`src/rtl/sand_pkg.sv`:
```
`default_nettype none
// ============================================================================
// Module   : sand_pkg
// Purpose  : Shared cell codes, engine states and RAM address helper for the
//            falling-sand frame engine.
// Revision : 1.0
// ============================================================================
package sand_pkg;

    localparam int CELL_W = 2;

    typedef enum logic [1:0] {
        AIR     = 2'd0,
        SAND    = 2'd1,
        SAND_AM = 2'd2,
        WALL    = 2'd3
    } cell_t;

    typedef enum logic [3:0] {
        S_IDLE    = 4'd0,
        S_RD_F0   = 4'd1,
        S_RD_REG  = 4'd2,
        S_RD_FN   = 4'd3,
        S_RESOLVE = 4'd4,
        S_WR_REG  = 4'd5,
        S_WR_FL   = 4'd6,
        S_ROW_END = 4'd7,
        S_DONE    = 4'd8
    } state_t;

    function automatic int addr_of(input int row, input int wrd, input int words_per_row);
        return row * words_per_row + wrd;
    endfunction

endpackage
`default_nettype wire

```
`src/rtl/sand_word_resolve.sv`:
```
`default_nettype none
// ============================================================================
// Module   : sand_word_resolve
// Purpose  : Combinational falling-sand update of one region word against a
//            three-word floor window (left, centre, right).
// Revision : 1.0
// ============================================================================
module sand_word_resolve
    import sand_pkg::*;
#(
    parameter int CELLS_PER_WORD = 16
) (
    input  logic [CELL_W*CELLS_PER_WORD-1:0] i_region,
    input  logic [CELL_W*CELLS_PER_WORD-1:0] i_fl_prev,
    input  logic [CELL_W*CELLS_PER_WORD-1:0] i_fl_cur,
    input  logic [CELL_W*CELLS_PER_WORD-1:0] i_fl_next,
    input  logic                             i_bias,
    input  logic                             i_is_first_word,
    input  logic                             i_is_last_word,
    output logic [CELL_W*CELLS_PER_WORD-1:0] o_new_region,
    output logic [CELL_W*CELLS_PER_WORD-1:0] o_new_prev,
    output logic [CELL_W*CELLS_PER_WORD-1:0] o_new_cur,
    output logic [CELL_W*CELLS_PER_WORD-1:0] o_new_next
);

    localparam int c_N = CELLS_PER_WORD;

    // Floor cells flattened left to right: prev word, centre word, next word.
    logic [3*c_N-1:0][CELL_W-1:0] w_fl;
    logic [c_N-1:0][CELL_W-1:0]   w_reg;
    logic                         w_l_ok;
    logic                         w_r_ok;

    always_comb begin
        w_fl         = '0;
        w_reg        = '0;
        w_l_ok       = 1'b0;
        w_r_ok       = 1'b0;
        o_new_region = '0;
        o_new_prev   = '0;
        o_new_cur    = '0;
        o_new_next   = '0;

        for (int k = 0; k < c_N; k++) begin
            w_fl[k]         = i_fl_prev[CELL_W*(c_N-1-k) +: CELL_W];
            w_fl[c_N+k]     = i_fl_cur [CELL_W*(c_N-1-k) +: CELL_W];
            w_fl[2*c_N+k]   = i_fl_next[CELL_W*(c_N-1-k) +: CELL_W];
            w_reg[k]        = i_region [CELL_W*(c_N-1-k) +: CELL_W];
        end

        // Ascending column order so later cells see earlier landings.
        for (int k = 0; k < c_N; k++) begin
            if (w_reg[k] == SAND_AM) begin
                w_reg[k] = SAND;
            end else if (w_reg[k] == SAND) begin
                if (w_fl[c_N+k] == AIR) begin
                    w_fl[c_N+k] = SAND_AM;
                    w_reg[k]    = AIR;
                end else begin
                    w_l_ok = !(i_is_first_word && (k == 0)) && (w_fl[c_N+k-1] == AIR);
                    w_r_ok = !(i_is_last_word && (k == c_N-1)) && (w_fl[c_N+k+1] == AIR);
                    if (w_l_ok && (!i_bias || !w_r_ok)) begin
                        w_fl[c_N+k-1] = SAND_AM;
                        w_reg[k]      = AIR;
                    end else if (w_r_ok) begin
                        w_fl[c_N+k+1] = SAND_AM;
                        w_reg[k]      = AIR;
                    end
                end
            end
        end

        for (int k = 0; k < c_N; k++) begin
            o_new_prev  [CELL_W*(c_N-1-k) +: CELL_W] = w_fl[k];
            o_new_cur   [CELL_W*(c_N-1-k) +: CELL_W] = w_fl[c_N+k];
            o_new_next  [CELL_W*(c_N-1-k) +: CELL_W] = w_fl[2*c_N+k];
            o_new_region[CELL_W*(c_N-1-k) +: CELL_W] = w_reg[k];
        end
    end

endmodule
`default_nettype wire

```
`src/rtl/sand_frame_engine.sv`:
```
`default_nettype none
// ============================================================================
// Module   : sand_frame_engine
// Purpose  : Walks the cell framebuffer bottom-up once per start and applies
//            falling-sand physics through a sliding three-word floor window.
// Revision : 1.0
// ============================================================================
module sand_frame_engine
    import sand_pkg::*;
#(
    parameter int CELLS_PER_WORD = 16,
    parameter int WORDS_PER_ROW  = 40,
    parameter int ROWS           = 480,
    parameter int ADDR_W         = 15
) (
    input  logic                             clk,
    input  logic                             reset,
    input  logic                             start,
    output logic                             busy,
    output logic                             done,
    output logic                             rd_en,
    output logic [ADDR_W-1:0]                rd_addr,
    input  logic [2*CELLS_PER_WORD-1:0]      rd_data,
    output logic                             wr_en,
    output logic [ADDR_W-1:0]                wr_addr,
    output logic [2*CELLS_PER_WORD-1:0]      wr_data
);

    localparam int c_WORD_BITS = CELL_W * CELLS_PER_WORD;
    localparam int c_ROW_W     = $clog2(ROWS + 1);
    localparam int c_WORD_W    = $clog2(WORDS_PER_ROW + 1);

    state_t                   r_state;
    state_t                   w_next_state;
    logic [c_ROW_W-1:0]       r_row;
    logic [c_WORD_W-1:0]      r_word;
    logic                     r_bias;
    logic [c_WORD_BITS-1:0]   r_reg_word;
    logic [c_WORD_BITS-1:0]   r_fl_prev;
    logic [c_WORD_BITS-1:0]   r_fl_cur;
    logic [c_WORD_BITS-1:0]   r_fl_next;

    logic                     w_is_first;
    logic                     w_is_last;
    logic [c_WORD_BITS-1:0]   w_res_region;
    logic [c_WORD_BITS-1:0]   w_res_next;
    logic [c_WORD_BITS-1:0]   w_new_region;
    logic [c_WORD_BITS-1:0]   w_new_prev;
    logic [c_WORD_BITS-1:0]   w_new_cur;
    logic [c_WORD_BITS-1:0]   w_new_next;

    assign w_is_first = (r_word == '0);
    assign w_is_last  = (int'(r_word) == WORDS_PER_ROW - 1);

    // On the last word there is no RD_FN, so the region read lands in RESOLVE.
    assign w_res_region = w_is_last ? rd_data   : r_reg_word;
    assign w_res_next   = w_is_last ? r_fl_next : rd_data;

    sand_word_resolve #(
        .CELLS_PER_WORD (CELLS_PER_WORD)
    ) u_resolve (
        .i_region        (w_res_region),
        .i_fl_prev       (r_fl_prev),
        .i_fl_cur        (r_fl_cur),
        .i_fl_next       (w_res_next),
        .i_bias          (r_bias),
        .i_is_first_word (w_is_first),
        .i_is_last_word  (w_is_last),
        .o_new_region    (w_new_region),
        .o_new_prev      (w_new_prev),
        .o_new_cur       (w_new_cur),
        .o_new_next      (w_new_next)
    );

    always_ff @(posedge clk) begin
        if (reset) begin
            r_state    <= S_IDLE;
            r_row      <= '0;
            r_word     <= '0;
            r_bias     <= 1'b0;
            r_reg_word <= '0;
            r_fl_prev  <= '0;
            r_fl_cur   <= '0;
            r_fl_next  <= '0;
        end else begin
            r_state <= w_next_state;
            case (r_state)
                S_IDLE: begin
                    if (start) begin
                        r_row  <= c_ROW_W'(ROWS - 2);
                        r_word <= '0;
                    end
                end
                S_RD_REG: begin
                    if (w_is_first) r_fl_cur <= rd_data;
                end
                S_RD_FN: begin
                    r_reg_word <= rd_data;
                end
                S_RESOLVE: begin
                    r_reg_word <= w_new_region;
                    r_fl_prev  <= w_new_prev;
                    r_fl_cur   <= w_new_cur;
                    r_fl_next  <= w_new_next;
                end
                S_WR_REG: begin
                    if (w_is_first) begin
                        r_fl_prev <= r_fl_cur;
                        r_fl_cur  <= r_fl_next;
                        if (!w_is_last) r_word <= r_word + 1'b1;
                    end
                end
                S_WR_FL: begin
                    r_fl_prev <= r_fl_cur;
                    r_fl_cur  <= r_fl_next;
                    if (!w_is_last) r_word <= r_word + 1'b1;
                end
                S_ROW_END: begin
                    r_bias <= ~r_bias;
                    r_word <= '0;
                    if (r_row != '0) r_row <= r_row - 1'b1;
                end
                S_DONE: begin
                    r_bias <= ~r_bias;
                end
                default: ;
            endcase
        end
    end

    always_comb begin
        w_next_state = r_state;
        busy         = (r_state != S_IDLE);
        done         = 1'b0;
        rd_en        = 1'b0;
        rd_addr      = '0;
        wr_en        = 1'b0;
        wr_addr      = '0;
        wr_data      = '0;

        case (r_state)
            S_IDLE: begin
                if (start) w_next_state = S_RD_F0;
            end
            S_RD_F0: begin
                rd_en        = 1'b1;
                rd_addr      = ADDR_W'(addr_of(int'(r_row) + 1, 0, WORDS_PER_ROW));
                w_next_state = S_RD_REG;
            end
            S_RD_REG: begin
                rd_en        = 1'b1;
                rd_addr      = ADDR_W'(addr_of(int'(r_row), int'(r_word), WORDS_PER_ROW));
                w_next_state = w_is_last ? S_RESOLVE : S_RD_FN;
            end
            S_RD_FN: begin
                rd_en        = 1'b1;
                rd_addr      = ADDR_W'(addr_of(int'(r_row) + 1, int'(r_word) + 1, WORDS_PER_ROW));
                w_next_state = S_RESOLVE;
            end
            S_RESOLVE: begin
                w_next_state = S_WR_REG;
            end
            S_WR_REG: begin
                wr_en   = 1'b1;
                wr_addr = ADDR_W'(addr_of(int'(r_row), int'(r_word), WORDS_PER_ROW));
                wr_data = r_reg_word;
                if (!w_is_first)     w_next_state = S_WR_FL;
                else if (w_is_last)  w_next_state = S_ROW_END;
                else                 w_next_state = S_RD_REG;
            end
            S_WR_FL: begin
                wr_en        = 1'b1;
                wr_addr      = ADDR_W'(addr_of(int'(r_row) + 1, int'(r_word) - 1, WORDS_PER_ROW));
                wr_data      = r_fl_prev;
                w_next_state = w_is_last ? S_ROW_END : S_RD_REG;
            end
            S_ROW_END: begin
                // The last floor word has been shifted into the prev slot.
                wr_en        = 1'b1;
                wr_addr      = ADDR_W'(addr_of(int'(r_row) + 1, WORDS_PER_ROW - 1, WORDS_PER_ROW));
                wr_data      = r_fl_prev;
                w_next_state = (r_row == '0) ? S_DONE : S_RD_F0;
            end
            S_DONE: begin
                done         = 1'b1;
                w_next_state = S_IDLE;
            end
            default: begin
                w_next_state = S_IDLE;
            end
        endcase
    end

endmodule
`default_nettype wire

```
`config.mk`:
```
export PLATFORM = sky130hd
export DESIGN_NAME = sand_frame_engine
export DESIGN_NICKNAME = d
export VERILOG_FILES = /design/src/rtl/sand_pkg.sv /design/src/rtl/sand_word_resolve.sv /design/src/rtl/sand_frame_engine.sv
export SDC_FILE = /design/constraint.sdc
export NUM_CORES = 1
export LEC_CHECK = 0
export CORE_MARGIN = 1
export CORE_UTILIZATION = 33
export CTS_CLUSTER_SIZE = 8
export DETAILED_ROUTE_END_ITERATION = 12
export GPL_TIMING_DRIVEN = 1
export HOLD_SLACK_MARGIN = 0.03
export SETUP_SLACK_MARGIN = 0.02
export SYNTH_ARGS = -nofsm -noshare
export SYNTH_HDL_FRONTEND = slang
export SYNTH_SLANG_ARGS = --single-unit
```
`constraint.sdc`:
```
create_clock -name clk -period 8.5 [get_ports clk]
set_input_delay 2.55 -clock clk [delete_from_list [all_inputs] [get_ports clk]]
set_output_delay 2.55 -clock clk [all_outputs]
set_load 0.02 [all_outputs]
```
==> results.toml <==
[power_and_ir_drop]
pwr-share-clk_pct = 37.7
power.density_nw_per_um2 = 156
power_frac_seq_pct = 36.8
p_int_mw = 1.36
swShare_pct = 33.0
ir_drop_v = 0.000118
leakagePower_nw = 4.70
combPwrFrac_pct = 25.5
fin_total_pwr_mw = 2.04
p_sw_uw = 673

[setup_path]
worstPathMaxFanout = 11
critPathLaunchType = "flip-flop"
cp.required_ns = 5.95
timing.reg2reg.setup_slack_ns = 3.50
path_class = "reg2out"
r2r.worst_path.cells = 15
reg2reg_from = "r_word[0]$_SDFFE_PP0P_"
r2r-end = "r_fl_next[31]$_SDFFE_PP0P_"
endpoint_kind = "primary output"
crit_arrival_ns = 5.40

[hold_path]
whs_endpoint = "r_fl_prev[7]$_SDFFE_PP0P_"
hold_depth = 2
worstHoldStart = "r_fl_prev[7]$_SDFFE_PP0P_"
hold_path.class = "reg2reg"

[clocking]
clock-root-buffer = "clkbuf_16"
clk_latency_ns = 0.43
hold_buffers = 0
postCtsSetupBuffers = 0
cts_buffer_depth = 2
cts_sinks = 148
cts_buffers = 17
cts.repair.resized = 0
cts_tree = "yes"
clk_transition_reported_paths_ns = 0.07
clock_tree.htree_level_count = 4

[die]
dieWidth_um = 186
io_pins = 101
die_h_um = 186
coreArea_um2 = 32900
start_util_pct = 33.9
rows = 66
dieArea_um2 = 34500

[route]
drc = 0
wl_per_cell_um = 19.1
wirelength_um = 38400
via_per_inst = 5.75
ant_nets = 0
num_vias = 11600
drt-pass1-iter-count = 6
drt_iter0_drc = 1043

[placement]
place.gp.congestion = 0.873
post-place-ws_ns = 1.04
dpl_cell_area_um2 = 12500
placement.io_buffers = 100
dp_hpwl_um = 26300

[cells_and_area]
drive_above_1_share_pct = 6.88
final_area_um2 = 13100
multi_input_area_um2 = 7670
nFillCells = 3471
area_growth_pct = 17.2
seqCellArea_um2 = 2960
fin_nets = 1651

[synthesis]
seq_area_frac_synth_pct = 26.6
ys_dominant_reg_cell = "dfxtp_1"
ys_top_cells_by_area = "dfxtp_1 (27%), nand2_1 (9.4%), a21oi_1 (7.3%), ha_1 (6.1%), nor2_1 (5.2%)"
synthArstFlopShare_pct = 0
yosysMostFrequentCell = "nand2_1"
syn-num-nets = 1617
synth_top_area_share_pct = 26.6
yosysTopAreaCell = "dfxtp_1"
synth_edf_count = 0
synth_seq_cells = 148
syn_inst = 1523
syn_area_um2 = 11100
yosysWarnings = 0
synthTopCellsByCount = "nand2_1 (279), a21oi_1 (162), nor2_1 (155)"
yosysUniqueCellTypes = 83
synth.avg_cell_area_um2 = 7.32

[timing]
finalHoldViolations = 0
drv_slew = 0
fin_crit_ns = 7.95
finalCritPeriodShare_pct = 93.5
worst_slew_pin_slew_ns = 1.06
clock.fmax_mhz = 126
clock_skew_ns = 0.0153
finalSetupViolations = 0
relSlewSlack_pct = 28.9
rsz0062_at_grt = "no"
timing.setup.tns_ns = 0
timing.hold.ws_ns = 0.453
fin_ws_ns = 0.555

[grt]
grt_pass1_wl_um = 61000
grt_pass1_vias = 10900
overflow = 0
grt_max_degree = 63
grt_util_all_layers_pct = 22.5
antenna_found_initial = 1

[run]
maxCapViolations = 0

[status]
status = "completed"
[worst max-delay path, stage by stage (launching register included)]
cell and delay, ns:
dfxtp_1 0.53, inv_1 0.18, ha_1 0.49, ha_1 0.35, ha_1 0.16, inv_1 0.06, fa_1 0.62, inv_1 0.10
ha_1 0.34, a21oi_1 0.22, o21bai_1 0.09, a21oi_1 0.27, o21bai_1 0.11, a21oi_1 0.24, o21bai_1 0.09, a21oi_1 0.17
xnor2_1 0.13, nand2_1 0.07, o221ai_1 0.10, clkdlybuf4s50_1 0.65
[layout by cell type (no fill, tap or decap), types with 18 or more instances in the layout]
cell,Yosys,final
a22oi_1,38,38
a311oi_1,29,29
nand3_1,28,28
a31oi_1,19,19
inv_1,41,41
a22o_1,44,44
clkdlybuf4s50_1,0,99
nand2_1,279,278
and3_1,22,22
nor3_1,30,29
o21ai_0,49,49
o21bai_1,18,18
xor2_1,26,26
dfxtp_1,148,148
buf_4,0,20
nand2b_1,20,20
a21oi_1,162,161
ha_1,54,54
nor2_1,155,150
xnor2_1,41,41
[metal layers]
layer | part of all wire (%) | vias up | track usage, %
met5 | 0 | - | 0
met4 | 2.2 | 0 | 7.15
met3 | 6.8 | 59 | 3.11
met2 | 47 | 445 | 37.2
met1 | 44 | 5516 | 30.0
li1 | - | 5551 | -
[cells by family after synthesis]
kind of cell | count (synthesis) | share of synthesized area [%]
buf+inv | 145 | 5.07
compound gates | 485 | 30.4
flops | 148 | 26.6
simple gates | 602 | 24.1
mux | 17 | 1.58
fa+ha+maj | 59 | 6.96
xor+xnor | 67 | 5.26
[how the worst max path moves through the flow]
stage / end / startpoint / depth (start not counted) / slack (ns)
3_5_place_dp: wr_addr[14] / r_row[0]$_SDFFE_PP0P_ / 19 / 1.04
2_1_floorplan: wr_addr[14] / r_row[0]$_SDFFE_PP0P_ / 19 / 1.97
6_report: wr_addr[14] / r_row[0]$_SDFFE_PP0P_ / 19 / 0.55
3_3_place_gp: wr_addr[14] / r_row[0]$_SDFFE_PP0P_ / 19 / 1.16
5_1_grt: wr_addr[14] / r_row[0]$_SDFFE_PP0P_ / 19 / 0.17
4_1_cts: wr_addr[14] / r_row[0]$_SDFFE_PP0P_ / 19 / 0.58
[power groups by stage]
stage          clock (mW)  combinational (mW)  sequential, mW
2_1_floorplan           0               0.383           0.747
3_3_place_gp            0               0.507           0.764
3_5_place_dp            0               0.514           0.764
4_1_cts             0.778               0.517           0.749
5_1_grt             0.811               0.576           0.753
6_report            0.769               0.519           0.750
[flip-flops by register name, indices dropped and copies added, names as in the netlist]
register and count:
r_row 9, r_word 6, r_bias 1, r_reg_word 32, r_fl_prev 32, r_state 4, r_fl_next 32, r_fl_cur 32
[area by class of cell]
class / count / share of cell area (%)
repair buffers: 119 / 8.73
well taps: 442 / 4.23
multi-input cells: 1230 / 58.7
flip-flops and latches: 148 / 22.7
diodes: 1 / 0.0191
clock buffers: 18 / 3.36
inverters: 41 / 1.18
clock inverters: 13 / 1.14
[metrics by stage]
stage | instances | util, %
3_5_place_dp | 1980 | 38.0
3_3_place_gp | 1980 | 38.0
4_1_cts | 2011 | 39.8
2_1_floorplan | 1523 | -
5_1_grt | 2011 | 39.8
6_report | 2012 | 39.8
No activity file was read; power rests on OpenSTA's default activity.
